[src/rtl/float_norm_pkg.sv]
// float_norm_pkg
// Shared definitions for the float result normalizer slice.
//   - default mantissa/exponent widths and the widths derived from them
//   - the normalizer FSM state encoding
//   - saturation constants used when the exponent overflows
package float_norm_pkg;

    // Output format: MANT_W bits including the explicit leading 1, EXP_W bits of exponent.
    localparam int DEF_MANT_W    = 11;
    localparam int DEF_EXP_W     = 5;

    // Raw adder result carries one extra mantissa bit (carry) and one extra exponent bit.
    localparam int DEF_IN_MANT_W = DEF_MANT_W + 1;
    localparam int DEF_IN_EXP_W  = DEF_EXP_W + 1;

    // Working exponent is two bits wider than the output so that an increment
    // from the largest input exponent can never wrap.
    localparam int DEF_INT_EXP_W = DEF_EXP_W + 2;

    // Saturated result for exponent overflow (default widths).
    localparam logic [DEF_MANT_W-1:0] SAT_MANT = '1;
    localparam logic [DEF_EXP_W-1:0]  SAT_EXP  = '1;

    typedef enum logic [1:0] {
        IDLE = 2'd0,
        NORM = 2'd1,
        DONE = 2'd2
    } state_t;

endpackage : float_norm_pkg

[src/rtl/float_result_normalizer_step.sv]
// norm_shift_step
// One combinational normalization step. Given the working mantissa and
// exponent it either produces the shifted mantissa/exponent for the next
// iteration, or declares the result finished together with the final
// output fields and the zero / overflow / underflow decision.
//
// Ports:
//   mant        in   MANT_W+1  working mantissa (bit MANT_W = carry)
//   exp         in   EXP_W+2   working exponent (unsigned, never wraps)
//   next_mant   out  MANT_W+1  mantissa for the next iteration
//   next_exp    out  EXP_W+2   exponent for the next iteration
//   done        out  1         result is final this step
//   zero        out  1         final result is zero
//   ovf         out  1         exponent overflow, result saturated
//   unf         out  1         exponent underflow, result flushed to zero
//   clear_sgn   out  1         final sign must be forced to 0
//   res_mant    out  MANT_W    final mantissa (valid when done)
//   res_exp     out  EXP_W     final exponent (valid when done)
module norm_shift_step
    import float_norm_pkg::*;
#(
    parameter int MANT_W = DEF_MANT_W,
    parameter int EXP_W  = DEF_EXP_W
) (
    input  logic [MANT_W:0]  mant,
    input  logic [EXP_W+1:0] exp,
    output logic [MANT_W:0]  next_mant,
    output logic [EXP_W+1:0] next_exp,
    output logic             done,
    output logic             zero,
    output logic             ovf,
    output logic             unf,
    output logic             clear_sgn,
    output logic [MANT_W-1:0] res_mant,
    output logic [EXP_W-1:0]  res_exp
);

    // Largest exponent representable in the output format.
    localparam logic [EXP_W+1:0] MAX_EXP = {2'b00, {EXP_W{1'b1}}};

    always_comb begin
        next_mant = mant;
        next_exp  = exp;
        done      = 1'b0;
        zero      = 1'b0;
        ovf       = 1'b0;
        unf       = 1'b0;
        clear_sgn = 1'b0;
        res_mant  = '0;
        res_exp   = '0;

        if (mant == '0) begin
            // True zero: canonical +0 regardless of the incoming sign.
            done      = 1'b1;
            zero      = 1'b1;
            clear_sgn = 1'b1;
        end else if (mant[MANT_W]) begin
            // Carry out of the adder: shift right, dropping the LSB
            // (round toward zero).
            next_mant = mant >> 1;
            next_exp  = exp + 1'b1;
        end else if (mant[MANT_W-1]) begin
            done = 1'b1;
            if (exp > MAX_EXP) begin
                ovf      = 1'b1;
                res_mant = {MANT_W{1'b1}};
                res_exp  = {EXP_W{1'b1}};
            end else begin
                res_mant = mant[MANT_W-1:0];
                res_exp  = exp[EXP_W-1:0];
            end
        end else if (exp == '0) begin
            // Would need a left shift below exponent 0: flush to zero.
            done      = 1'b1;
            unf       = 1'b1;
            clear_sgn = 1'b1;
        end else begin
            next_mant = mant << 1;
            next_exp  = exp - 1'b1;
        end
    end

endmodule : norm_shift_step

[src/rtl/float_result_normalizer.sv]
// float_result_normalizer
// Brings the raw add/subtract result (12-bit unnormalized mantissa with
// carry, 6-bit exponent) back to operand format (11-bit mantissa with the
// leading 1 explicit, 5-bit exponent). One shift per clock under an
// IDLE -> NORM -> DONE state machine.
//
// Handshakes (both sides): a transfer happens on a rising edge where valid
// and ready are both high. The producer holds valid and data until that
// edge; ready may depend on state but never on the partner's valid.
// The output side holds out_valid and all out_* fields stable until
// out_ready is sampled high. in_ready is high only in IDLE and never while
// rst is asserted; a result cannot be consumed and a new input accepted
// in the same cycle.
//
// Ports:
//   clk          in   1         clock, rising edge
//   rst          in   1         synchronous active-high reset
//   in_valid     in   1         input result present
//   in_ready     out  1         block can accept an input
//   in_sgn       in   1         result sign
//   in_mant      in   MANT_W+1  unnormalized mantissa (bit MANT_W = carry)
//   in_exp       in   EXP_W+1   unsigned exponent
//   out_valid    out  1         normalized result held
//   out_ready    in   1         consumer accepts the result
//   out_sgn      out  1         sign
//   out_mant     out  MANT_W    normalized mantissa
//   out_exp      out  EXP_W     exponent
//   out_zero     out  1         result is zero
//   out_ovf      out  1         exponent overflow, result saturated
//   out_unf      out  1         exponent underflow, result flushed to zero
//   debug_state  out  state_t   current FSM state
module float_result_normalizer
    import float_norm_pkg::*;
#(
    parameter int MANT_W = DEF_MANT_W,
    parameter int EXP_W  = DEF_EXP_W
) (
    input  logic              clk,
    input  logic              rst,
    input  logic              in_valid,
    output logic              in_ready,
    input  logic              in_sgn,
    input  logic [MANT_W:0]   in_mant,
    input  logic [EXP_W:0]    in_exp,
    output logic              out_valid,
    input  logic              out_ready,
    output logic              out_sgn,
    output logic [MANT_W-1:0] out_mant,
    output logic [EXP_W-1:0]  out_exp,
    output logic              out_zero,
    output logic              out_ovf,
    output logic              out_unf,
    output state_t            debug_state
);

    state_t              state;
    logic                sgn_r;
    logic [MANT_W:0]     mant_r;
    logic [EXP_W+1:0]    exp_r;

    logic [MANT_W:0]     step_next_mant;
    logic [EXP_W+1:0]    step_next_exp;
    logic                step_done;
    logic                step_zero;
    logic                step_ovf;
    logic                step_unf;
    logic                step_clear_sgn;
    logic [MANT_W-1:0]   step_res_mant;
    logic [EXP_W-1:0]    step_res_exp;

    norm_shift_step #(
        .MANT_W (MANT_W),
        .EXP_W  (EXP_W)
    ) u_step (
        .mant      (mant_r),
        .exp       (exp_r),
        .next_mant (step_next_mant),
        .next_exp  (step_next_exp),
        .done      (step_done),
        .zero      (step_zero),
        .ovf       (step_ovf),
        .unf       (step_unf),
        .clear_sgn (step_clear_sgn),
        .res_mant  (step_res_mant),
        .res_exp   (step_res_exp)
    );

    // Gated by rst so the producer never sees a transfer that reset will discard.
    assign in_ready    = (state == IDLE) && !rst;
    assign debug_state = state;

    always_ff @(posedge clk) begin
        if (rst) begin
            state     <= IDLE;
            sgn_r     <= 1'b0;
            mant_r    <= '0;
            exp_r     <= '0;
            out_valid <= 1'b0;
            out_sgn   <= 1'b0;
            out_mant  <= '0;
            out_exp   <= '0;
            out_zero  <= 1'b0;
            out_ovf   <= 1'b0;
            out_unf   <= 1'b0;
        end else begin
            case (state)
                IDLE: begin
                    if (in_valid) begin
                        sgn_r  <= in_sgn;
                        mant_r <= in_mant;
                        exp_r  <= {1'b0, in_exp};
                        state  <= NORM;
                    end
                end

                NORM: begin
                    if (step_done) begin
                        out_valid <= 1'b1;
                        out_sgn   <= step_clear_sgn ? 1'b0 : sgn_r;
                        out_mant  <= step_res_mant;
                        out_exp   <= step_res_exp;
                        out_zero  <= step_zero;
                        out_ovf   <= step_ovf;
                        out_unf   <= step_unf;
                        state     <= DONE;
                    end else begin
                        mant_r <= step_next_mant;
                        exp_r  <= step_next_exp;
                    end
                end

                DONE: begin
                    if (out_ready) begin
                        // Data fields are left as-is; they are don't-care
                        // once out_valid drops. Flags are cleared.
                        out_valid <= 1'b0;
                        out_zero  <= 1'b0;
                        out_ovf   <= 1'b0;
                        out_unf   <= 1'b0;
                        state     <= IDLE;
                    end
                end

                default: begin
                    state <= IDLE;
                end
            endcase
        end
    end

endmodule : float_result_normalizer
[config.mk]
export PLATFORM = sky130hd
export DESIGN_NAME = float_result_normalizer
export DESIGN_NICKNAME = d
export VERILOG_FILES = /design/src/rtl/float_norm_pkg.sv /design/src/rtl/float_result_normalizer_step.sv /design/src/rtl/float_result_normalizer.sv
export SDC_FILE = /design/constraint.sdc
export NUM_CORES = 1
export LEC_CHECK = 0
export BUFFER_PORTS_ARGS = -buffer_cell sky130_fd_sc_hd__buf_2
export CAP_MARGIN = 25
export CORE_UTILIZATION = 54
export CTS_CLUSTER_DIAMETER = 30
export DETAILED_ROUTE_END_ITERATION = 10
export PLACE_DENSITY_LB_ADDON = 0.2
export SYNTH_ARGS = -nofsm -noshare
export SYNTH_HDL_FRONTEND = slang
export SYNTH_SLANG_ARGS = --single-unit
export TNS_END_PERCENT = 10
[constraint.sdc]
create_clock -name clk -period 3.21 [get_ports clk]
set_input_delay 0.642 -clock clk [delete_from_list [all_inputs] [get_ports clk]]
set_output_delay 0.642 -clock clk [all_outputs]
set_load 0.02 [all_outputs]
==> results of run 1 <==
critical path, stage by stage, from the launching register on:
cell	delay (ps)
dfxtp_1	350
inv_1	150
fa_1	500
a211oi_1	290
o21a_1	170
a211oi_1	50
or4b_2	610
nand3_1	90
routing by layer:
layer / GRT usage / routed length [um] / vias to the layer above
li1: - / - / 1002
met1: 0.319 / 2230 / 925
met2: 0.427 / 2340 / 40
met3: 0.0434 / 190 / 10
met4: 0.109 / 96 / 0
met5: 0 / 0 / -
Yosys cell counts, types with 5 or more instances:
cell and number:
clkbuf_1 12, a21oi_1 11, a221oi_1 12, dfxtp_1 43, ha_1 5, nand2_1 16
nor3_1 5, nor2_1 35, o41ai_1 9, nand3b_1 11, nand3_1 5, o2bb2ai_1 15
area by class of cell:
cell class / count / area [um2] / share of cell area
clock buffer: 7 / 96.3 / 0.0382
clock inverter: 1 / 7.51 / 0.00298
inverter: 4 / 15.0 / 0.00596
multi-input combinational: 178 / 1200 / 0.475
sequential: 43 / 861 / 0.342
tap: 48 / 60.1 / 0.0238
timing repair buffer: 53 / 283 / 0.112
flip-flops by register name, summed over array words and instances, names as in the netlist:
| signal | flops |
|---|---|
| out_zero | 1 |
| mant_r | 12 |
| out_sgn | 1 |
| out_mant | 11 |
| out_ovf | 1 |
| sgn_r | 1 |
| exp_r | 7 |
| out_exp | 5 |
| out_unf | 1 |
| debug_state | 2 |
| out_valid | 1 |
logic make-up after synthesis:
kind of cell | after synthesis | share of synthesized area
compound gates | 74 | 0.280
xor+xnor | 2 | 0.00810
fa+ha+maj | 6 | 0.0382
buf+inv | 23 | 0.0480
flops | 43 | 0.398
mux | 2 | 0.00926
simple gates | 94 | 0.219
stage by stage:
step	std cells	cell area (um2)	hold slack (ps)	power, W	setup WS [ps]
2_1_floorplan	244	2160	436	0.00140	740
3_3_place_gp	326	2420	437	0.00158	1010
3_5_place_dp	326	2420	444	0.00159	981
4_1_cts	334	2520	457	0.00197	944
5_1_grt	334	2520	484	0.00212	796
6_report	334	2520	459	0.00197	939
power groups by stage:
stage | logic, W | registers, W | clock network, W
final | 0.000859 | 0.000732 | 0.000376
after global routing | 0.000964 | 0.000745 | 0.000406
after CTS | 0.000857 | 0.000731 | 0.000383
after detailed placement | 0.000853 | 0.000741 | 0
after global placement | 0.000841 | 0.000741 | 0
after floorplan | 0.000652 | 0.000745 | 0
worst paths after layout:
kind,startpoint,end,slack [ps],cells past startpoint
min reg2reg,sgn_r,sgn_r,460,2
max reg2reg,mant_r[11],exp_r[6],940,7
max,mant_r[11],exp_r[6],940,7
min,sgn_r,sgn_r,460,2
==> results.cfg, run 1 <==
[setup_path]
critical_path_peak_fanout = 7
worstPathArrival_ps = 2510
crit_type = flip-flop to flip-flop
endpoint_kind = flip-flop
critical_path_required_ps = 3450
cp-start-kind = flip-flop

[placement]
portBuffers = 46
gp_congestion = 0.847
hpwl_um = 3350

[clock_tree]
hold_buffers = 0
clock_latency_ps = 300
cts.sinks = 43
cts_tree = done
cts_buffers = 5
path_clk_slew_ps = 80
postCtsSetupRepairBufs = 0
h-tree-depth = 2
post_cts_resized = 0
root_buffer = clkbuf_8
clockBufferDepth = 2

[grt]
track_usage = 0.254
overflow = 0
grt_pass1_vias = 1845
grt_pass1_wl_um = 8300
antenna_found_initial = 0
grt_max_degree = 42

[pwr]
switching_power_w = 0.000793
leakage_nw = 1.05
pwr-share-seq = 0.372
p_per_area_mw_per_mm2 = 781
power.share.clock = 0.191
p_sw_frac = 0.403
peakVddDrop_mv = 0.438
internal-power_w = 0.00117
comb_power_share = 0.437

[timing]
min_period_over_period = 0.707
final_max_slew_viol_count = 0
slew_headroom = 0.400
setup-tns-final_ps = 0
fmax_mhz = 440
skew_ps = 7.97
period_needed_ps = 2270
setup_viol = 0
hold_violations = 0
worst_slew_pin_slew_ps = 899
grt_setup_unrepaired = no

[drt]
wl_per_cell_um = 14.5
num_vias = 1977
remaining_drc_errors = 0
drt-pass1-iter-count = 4
viasPerCell = 5.92
ant_nets = 0
drtIter0Drc = 100
wirelength_um = 4850

[yosys]
synth_top_cell_area_share = 0.398
syn_avg_cell_area_um2 = 8.86
yosysTopAreaCell = dfxtp_1
synth-seq-cells = 43
synth_edf_count = 0
async_flop_share = 0
yosys-top-cells-area = dfxtp_1 40%, nor2_1 6.1%, o2bb2ai_1 6.1%
synth_cells = 244
syn_nets = 273
yosys_warnings = 0
syn_area_mm2 = 0.00216
ys_seq_area_frac = 0.398
synth_cell_types = 49
synthFlopType = dfxtp_1

[floorplan]
start_util = 0.578
fp.dieH_um = 65.3
core_area_mm2 = 0.00374
num_io_pins = 47
die_w_um = 65.3
num_rows = 22
dieArea_mm2 = 0.00426

[cells_and_area]
layout_commonest_cell = buf_2
antenna-diode-count = 0
mostFrequentLayoutCells = 46 x buf_2, 43 x dfxtp_1, 35 x nor2_1, 16 x nand2_1, 15 x o2bb2ai_1
fill_cells = 339
area_growth_pct = 16.6
layout.nets = 314
utilization = 0.673
drive_gt1_frac = 0.238

[worst_hold_path]
hp-class = flip-flop to flip-flop

[flow_run]
maxCapViolations = 0

[status]
status = complete, no violations
(Power assumes the default switching activity.)
==> inputs of run 2 (changes only) <==
--- a/config.mk
+++ b/config.mk
@@ -5,6 +5,7 @@
 export SDC_FILE = /design/constraint.sdc
 export NUM_CORES = 1
 export LEC_CHECK = 0
+export ABC_AREA = 1
 export BUFFER_PORTS_ARGS = -buffer_cell sky130_fd_sc_hd__buf_2
 export CAP_MARGIN = 25
 export CORE_UTILIZATION = 54
==> constraint.sdc (replaced) <==
create_clock -name clk -period 2.3 [get_ports clk]
set_input_delay 0.46 -clock clk [delete_from_list [all_inputs] [get_ports clk]]
set_output_delay 0.46 -clock clk [all_outputs]
set_load 0.02 [all_outputs]
==> run 2 against run 1 <==
Against the previous run:
- register-to-register slack got worse by 450 ps
- power increased by 94%
- setup slack got worse by 450 ps
- clock power increased by 23%
==> results.cfg, run 2 <==
[status]
status = complete, no violations

[timing]
final_max_slew_viol_count = 0
grt_setup_unrepaired = no
setup-tns-final_ps = 0
worst_slew_pin_slew_ps = 645
hold_violations = 0
period_needed_ps = 1810
setup_viol = 0
slew_headroom = 0.570
fmax_mhz = 553
min_period_over_period = 0.787
skew_ps = 7.06

[worst_hold_path]
hold_depth = 3
hp-class = input port to flip-flop

[grt]
grt_max_degree = 24
track_usage = 0.273
grt_pass1_vias = 2035
grt_pass1_wl_um = 9380
antenna_found_initial = 0
overflow = 0

[pwr]
internal-power_w = 0.00192
p_sw_frac = 0.499
pwr-share-seq = 0.308
switching_power_w = 0.00191
total_power_w = 0.00382
power.share.clock = 0.121
p_per_area_mw_per_mm2 = 1450
comb_power_share = 0.571
peakVddDrop_mv = 0.755
leakage_nw = 1.26

[clock_tree]
cts_tree = done
hold_buffers = 0
clockBufferDepth = 2
clock_latency_ps = 300
root_buffer = clkbuf_8
post_cts_resized = 0
path_clk_slew_ps = 80
cts.sinks = 43
h-tree-depth = 2
cts_buffers = 5
postCtsSetupRepairBufs = 0

[setup_path]
critical_path_required_ps = 2470
cp-start-kind = flip-flop
crit_family = adder cells
cpMostUsedCell = nand2_1
cp.depth = 10
endpoint_kind = flip-flop
reg2reg_depth = 10
critical_path_peak_fanout = 8
critical-path-max-stage-delay_ps = 490
crit_type = flip-flop to flip-flop
crit_slowest_cell = fa_1
worstPathCellList = inv_1 -> fa_1 -> nand3_1 -> nand2_1 -> nand2_1 -> nand2_1 -> nor2_1 -> nor2_1 -> nand2_1 -> a21oi_1
critPathBufInv = 1
worstPathArrival_ps = 1980

[floorplan]
die_w_um = 67.5
num_io_pins = 47
dieArea_mm2 = 0.00455
core_area_mm2 = 0.00406
num_rows = 23
start_util = 0.570
fp.dieH_um = 67.5

[drt]
remaining_drc_errors = 0
num_vias = 2333
ant_nets = 0
drtIter0Drc = 138
wirelength_um = 5640
viasPerCell = 5.38
drt-pass1-iter-count = 4
wl_per_cell_um = 13.0

[flow_run]
maxCapViolations = 0

[cells_and_area]
area_growth_pct = 13.6
fill_cells = 383
layout_commonest_cell = nor2_1
regMostFlops = mant_r
antenna-diode-count = 0
mostFrequentLayoutCells = 62 x nor2_1, 55 x nand2_1, 46 x a21oi_1, 46 x buf_2, 43 x dfxtp_1
largestRegisters = mant_r: 12 flops, out_mant: 11 flops, exp_r: 7 flops
drive_gt1_frac = 0.190
layout.nets = 412
largest_register_ffs = 12

[yosys]
synth_top_cell_area_share = 0.372
syn_area_mm2 = 0.00231
synth_cells = 342
synth_edf_count = 0
yosys_warnings = 0
yosysTopAreaCell = dfxtp_1
ys_seq_area_frac = 0.372
synth_common_cells = 62 x nor2_1, 55 x nand2_1, 46 x a21oi_1
synthFlopType = dfxtp_1
synth_cell_types = 26
synth-seq-cells = 43
syn_avg_cell_area_um2 = 6.77
yosysMostFrequentCell = nor2_1
async_flop_share = 0
yosys-top-cells-area = dfxtp_1 37%, nor2_1 10%, a21oi_1 9.9%
syn_nets = 371

[placement]
hpwl_um = 4000
gp_congestion = 0.939
portBuffers = 46
==> run 2: cell count changes after synthesis, sizes merged, moves of 19 or more <==
cell	delta
a21oi	+36
inv	+19
o21ai	+36
nand2	+45
nor2	+32
nand3	+24
==> run 2: kinds of logic after synthesis <==
| kind of cell | count (synthesis) | share of synthesized area |
|---|---|---|
| XOR/XNOR | 3 | 0.0114 |
| adder cells (fa/ha/maj) | 6 | 0.0357 |
| AO/OA/AOI/OAI | 88 | 0.194 |
| AND/OR/NAND/NOR | 162 | 0.309 |
| buffers and inverters | 40 | 0.0789 |
| flip-flops | 43 | 0.372 |
==> run 2: per-layer routing <==
metal	global-route usage	part of all wire	wire length (um)	up-vias
met1	0.372	0.47	2640	1032
met5	0	0	0	-
met2	0.423	0.45	2510	83
met4	0.112	0.018	101	0
li1	-	-	-	1204
met3	0.0439	0.069	387	14
==> run 2: cell type report <==
| type | count | area, um2 | share of cell area |
|---|---|---|---|
| Sequential cell | 43 | 861 | 0.327 |
| Clock buffer | 7 | 76.3 | 0.0290 |
| Inverter | 23 | 86.3 | 0.0328 |
| Multi-Input combinational cell | 259 | 1270 | 0.483 |
| Tap cell | 50 | 62.6 | 0.0238 |
| Clock inverter | 1 | 5.00 | 0.00190 |
| Timing Repair Buffer | 51 | 268 | 0.102 |
==> run 2: final timing paths <==
kind | start | endpoint | slack [ps]
max | mant_r[11] | exp_r[6] | 490
min | in_sgn | sgn_r | 440
max reg2reg | mant_r[11] | exp_r[6] | 490
min reg2reg | sgn_r | sgn_r | 450
==> run 2: power by group through the flow <==
stage	registers, W	clock network [W]	logic (W)
2_1_floorplan	0.00123	0	0.00169
3_3_place_gp	0.00118	0	0.00213
3_5_place_dp	0.00118	0	0.00216
4_1_cts	0.00117	0.000468	0.00218
5_1_grt	0.00120	0.000498	0.00251
6_report	0.00118	0.000462	0.00219
==> run 2: worst reg2reg max path: cells and delay by family (launching register included) <==
family                   cells  cell delay, ps
AND/OR/NAND/NOR              7             490
flip-flops                   1             440
buffers and inverters        1             210
AO/OA/AOI/OAI                1              60
adder cells (fa/ha/maj)      1             490
==> run 2: per-stage QoR <==
step | instances | hold WS [ps] | instance area (um2) | setup slack (ps) | utilization
after floorplan | 342 | 423 | 2310 | 691 | -
after global placement | 426 | 435 | 2550 | 574 | 0.628
after detailed placement | 426 | 441 | 2550 | 522 | 0.628
after CTS | 434 | 453 | 2630 | 502 | 0.648
after global routing | 434 | 491 | 2630 | 274 | 0.648
final | 434 | 443 | 2630 | 490 | 0.648
==> inputs of run 3 (changes only) <==
==> constraint.sdc (replaced) <==
create_clock -name clk -period 1.9 [get_ports clk]
set_input_delay 0.38 -clock clk [delete_from_list [all_inputs] [get_ports clk]]
set_output_delay 0.38 -clock clk [all_outputs]
set_load 0.02 [all_outputs]
==> run 3 against run 2 <==
Against the previous run:
- die area stayed put
- sequential power is 19% higher
- first-iteration DRC count is 14% higher
- clock skew hardly changed
- fmax is 11% higher
- power increased by 22%
- register-to-register slack worse by 220 ps
- worst hold slack lost 110 ps
- setup slack worse by 220 ps
- critical path depth is 1 higher
- critical path type unchanged
- critical endpoint is now exp_r[3]
- largest cell class unchanged
==> results.cfg, run 3 (synthesis gave the netlist of run 2 again) <==
[status]
status = complete, no violations

[drt]
remaining_drc_errors = 0
viasPerCell = 5.33
num_vias = 2342
drt-pass1-iter-count = 4
drtIter0Drc = 157
wl_per_cell_um = 12.6
ant_nets = 0
wirelength_um = 5520

[clock_tree]
post_cts_resized = 0
clockBufferDepth = 2
cts_tree = done
path_clk_slew_ps = 90
clock_latency_ps = 300
hold_buffers = 0
h-tree-depth = 2
cts_buffers = 5
cts.sinks = 43
postCtsSetupRepairBufs = 0
root_buffer = clkbuf_8

[setup_path]
cp-endpoint = exp_r[3]
regToRegSetupSlack_ps = 270
worstPathCellList = inv_1 -> ha_1 -> nand2_1 -> nand2_1 -> inv_1 -> o21ai_0 -> xor2_1 -> nand2_1 -> nand2_1 -> nor2_1 -> nor2_1
regToRegStartpoint = mant_r[11]
crit_start = mant_r[11]
reg2reg_depth = 11
worstPathArrival_ps = 1830
r2r-end = exp_r[3]
crit_type = flip-flop to flip-flop
critical-path-max-stage-delay_ps = 330
critical_path_peak_fanout = 8
crit_slowest_cell = ha_1
endpoint_kind = flip-flop
critPathBufInv = 2
crit_family = simple AND/OR/NAND/NOR gates
cp.depth = 11
cp-start-kind = flip-flop
cpMostUsedCell = nand2_1
critical_path_required_ps = 2100

[cells_and_area]
layout_commonest_cell = nor2_1
largest_register_ffs = 12
instances_no_fill = 439
mostFrequentLayoutCells = 62 x nor2_1, 55 x nand2_1, 46 x a21oi_1, 46 x buf_2, 43 x dfxtp_1
area_growth_pct = 15.6
layout.nets = 417
antenna-diode-count = 0
drive_gt1_frac = 0.206
utilization = 0.659
largestRegisters = mant_r: 12 flops, out_mant: 11 flops, exp_r: 7 flops
regMostFlops = mant_r

[flow_run]
maxCapViolations = 0

[timing]
worst_slew_pin_slew_ps = 360
skew_ps = 7.26
setup_viol = 0
period_needed_ps = 1630
hold_violations = 0
setup-tns-final_ps = 0
final_max_slew_viol_count = 0
fmax_mhz = 614
grt_setup_unrepaired = no
min_period_over_period = 0.858
worst_slack_ps = 271
slew_headroom = 0.760

[grt]
antenna_found_initial = 0
track_usage = 0.275
busiest_layer = met2
grt_pass1_vias = 2041
grt_pass1_wl_um = 9440
grt_use_met1 = 0.388
grt_max_degree = 21
overflow = 0
met3_usage = 0.0608
grt_use_met2 = 0.413

[floorplan]
die_w_um = 67.5
fp.dieH_um = 67.5
dieArea_mm2 = 0.00455
num_io_pins = 47
start_util = 0.570
core_area_mm2 = 0.00406
num_rows = 23

[placement]
portBuffers = 46
gp_congestion = 0.920
hpwl_um = 4030
dp_slack_ps = 300
dp.cells = 431

[pwr]
total_power_w = 0.00466
p_per_area_mw_per_mm2 = 1740
leakage_nw = 1.28
peakVddDrop_mv = 1.02

[worst_hold_path]
hp-class = input port to flip-flop
-- run 3: cell type report --
cell class                      instances  area (um2)
Clock inverter                          3        20.0
Timing Repair Buffer                   56         305
Clock buffer                            5        68.8
Tap cell                               50        62.6
Multi-Input combinational cell        259        1270
Inverter                               23        86.3
Fill cell                             393        1380
Sequential cell                        43         861
-- run 3: layer usage --
metal / wire, um / vias to the layer above
met5: 0 / -
met4: 51 / 0
met3: 321 / 4
met2: 2480 / 79
met1: 2670 / 1044
li1: - / 1215
-- run 3: worst min-delay path by stage --
stage	from	endpoint	slack, ps	cells after the start
finish	rst	exp_r[5]	330	2
floorplan	sgn_r	sgn_r	420	2
global route	rst	exp_r[6]	350	2
CTS	rst	exp_r[5]	320	2
detailed placement	sgn_r	sgn_r	440	2
global placement	sgn_r	sgn_r	440	2
-- run 3: power breakdown --
group / total [W] / internal [W] / switching (W)
clock network: 0.000580 / 0.000256 / 0.000324
registers: 0.00140 / 0.00116 / 0.000235
logic: 0.00269 / 0.000925 / 0.00176
-- run 3: per-stage QoR --
stage | cell area, um2 | hold WS [ps]
after detailed placement | 2590 | 443
after global placement | 2590 | 438
after global routing | 2680 | 349
after CTS | 2680 | 325
after floorplan | 2310 | 423
final | 2680 | 329
-- run 3: worst reg2reg max path: stages (launching register included) --
cell and delay [ps]:
dfxtp_1 320, inv_1 210, ha_1 330, nand2_1 80
nand2_1 60, inv_1 50, o21ai_0 90, xor2_1 150
nand2_1 70, nand2_1 50, nor2_1 80, nor2_1 50
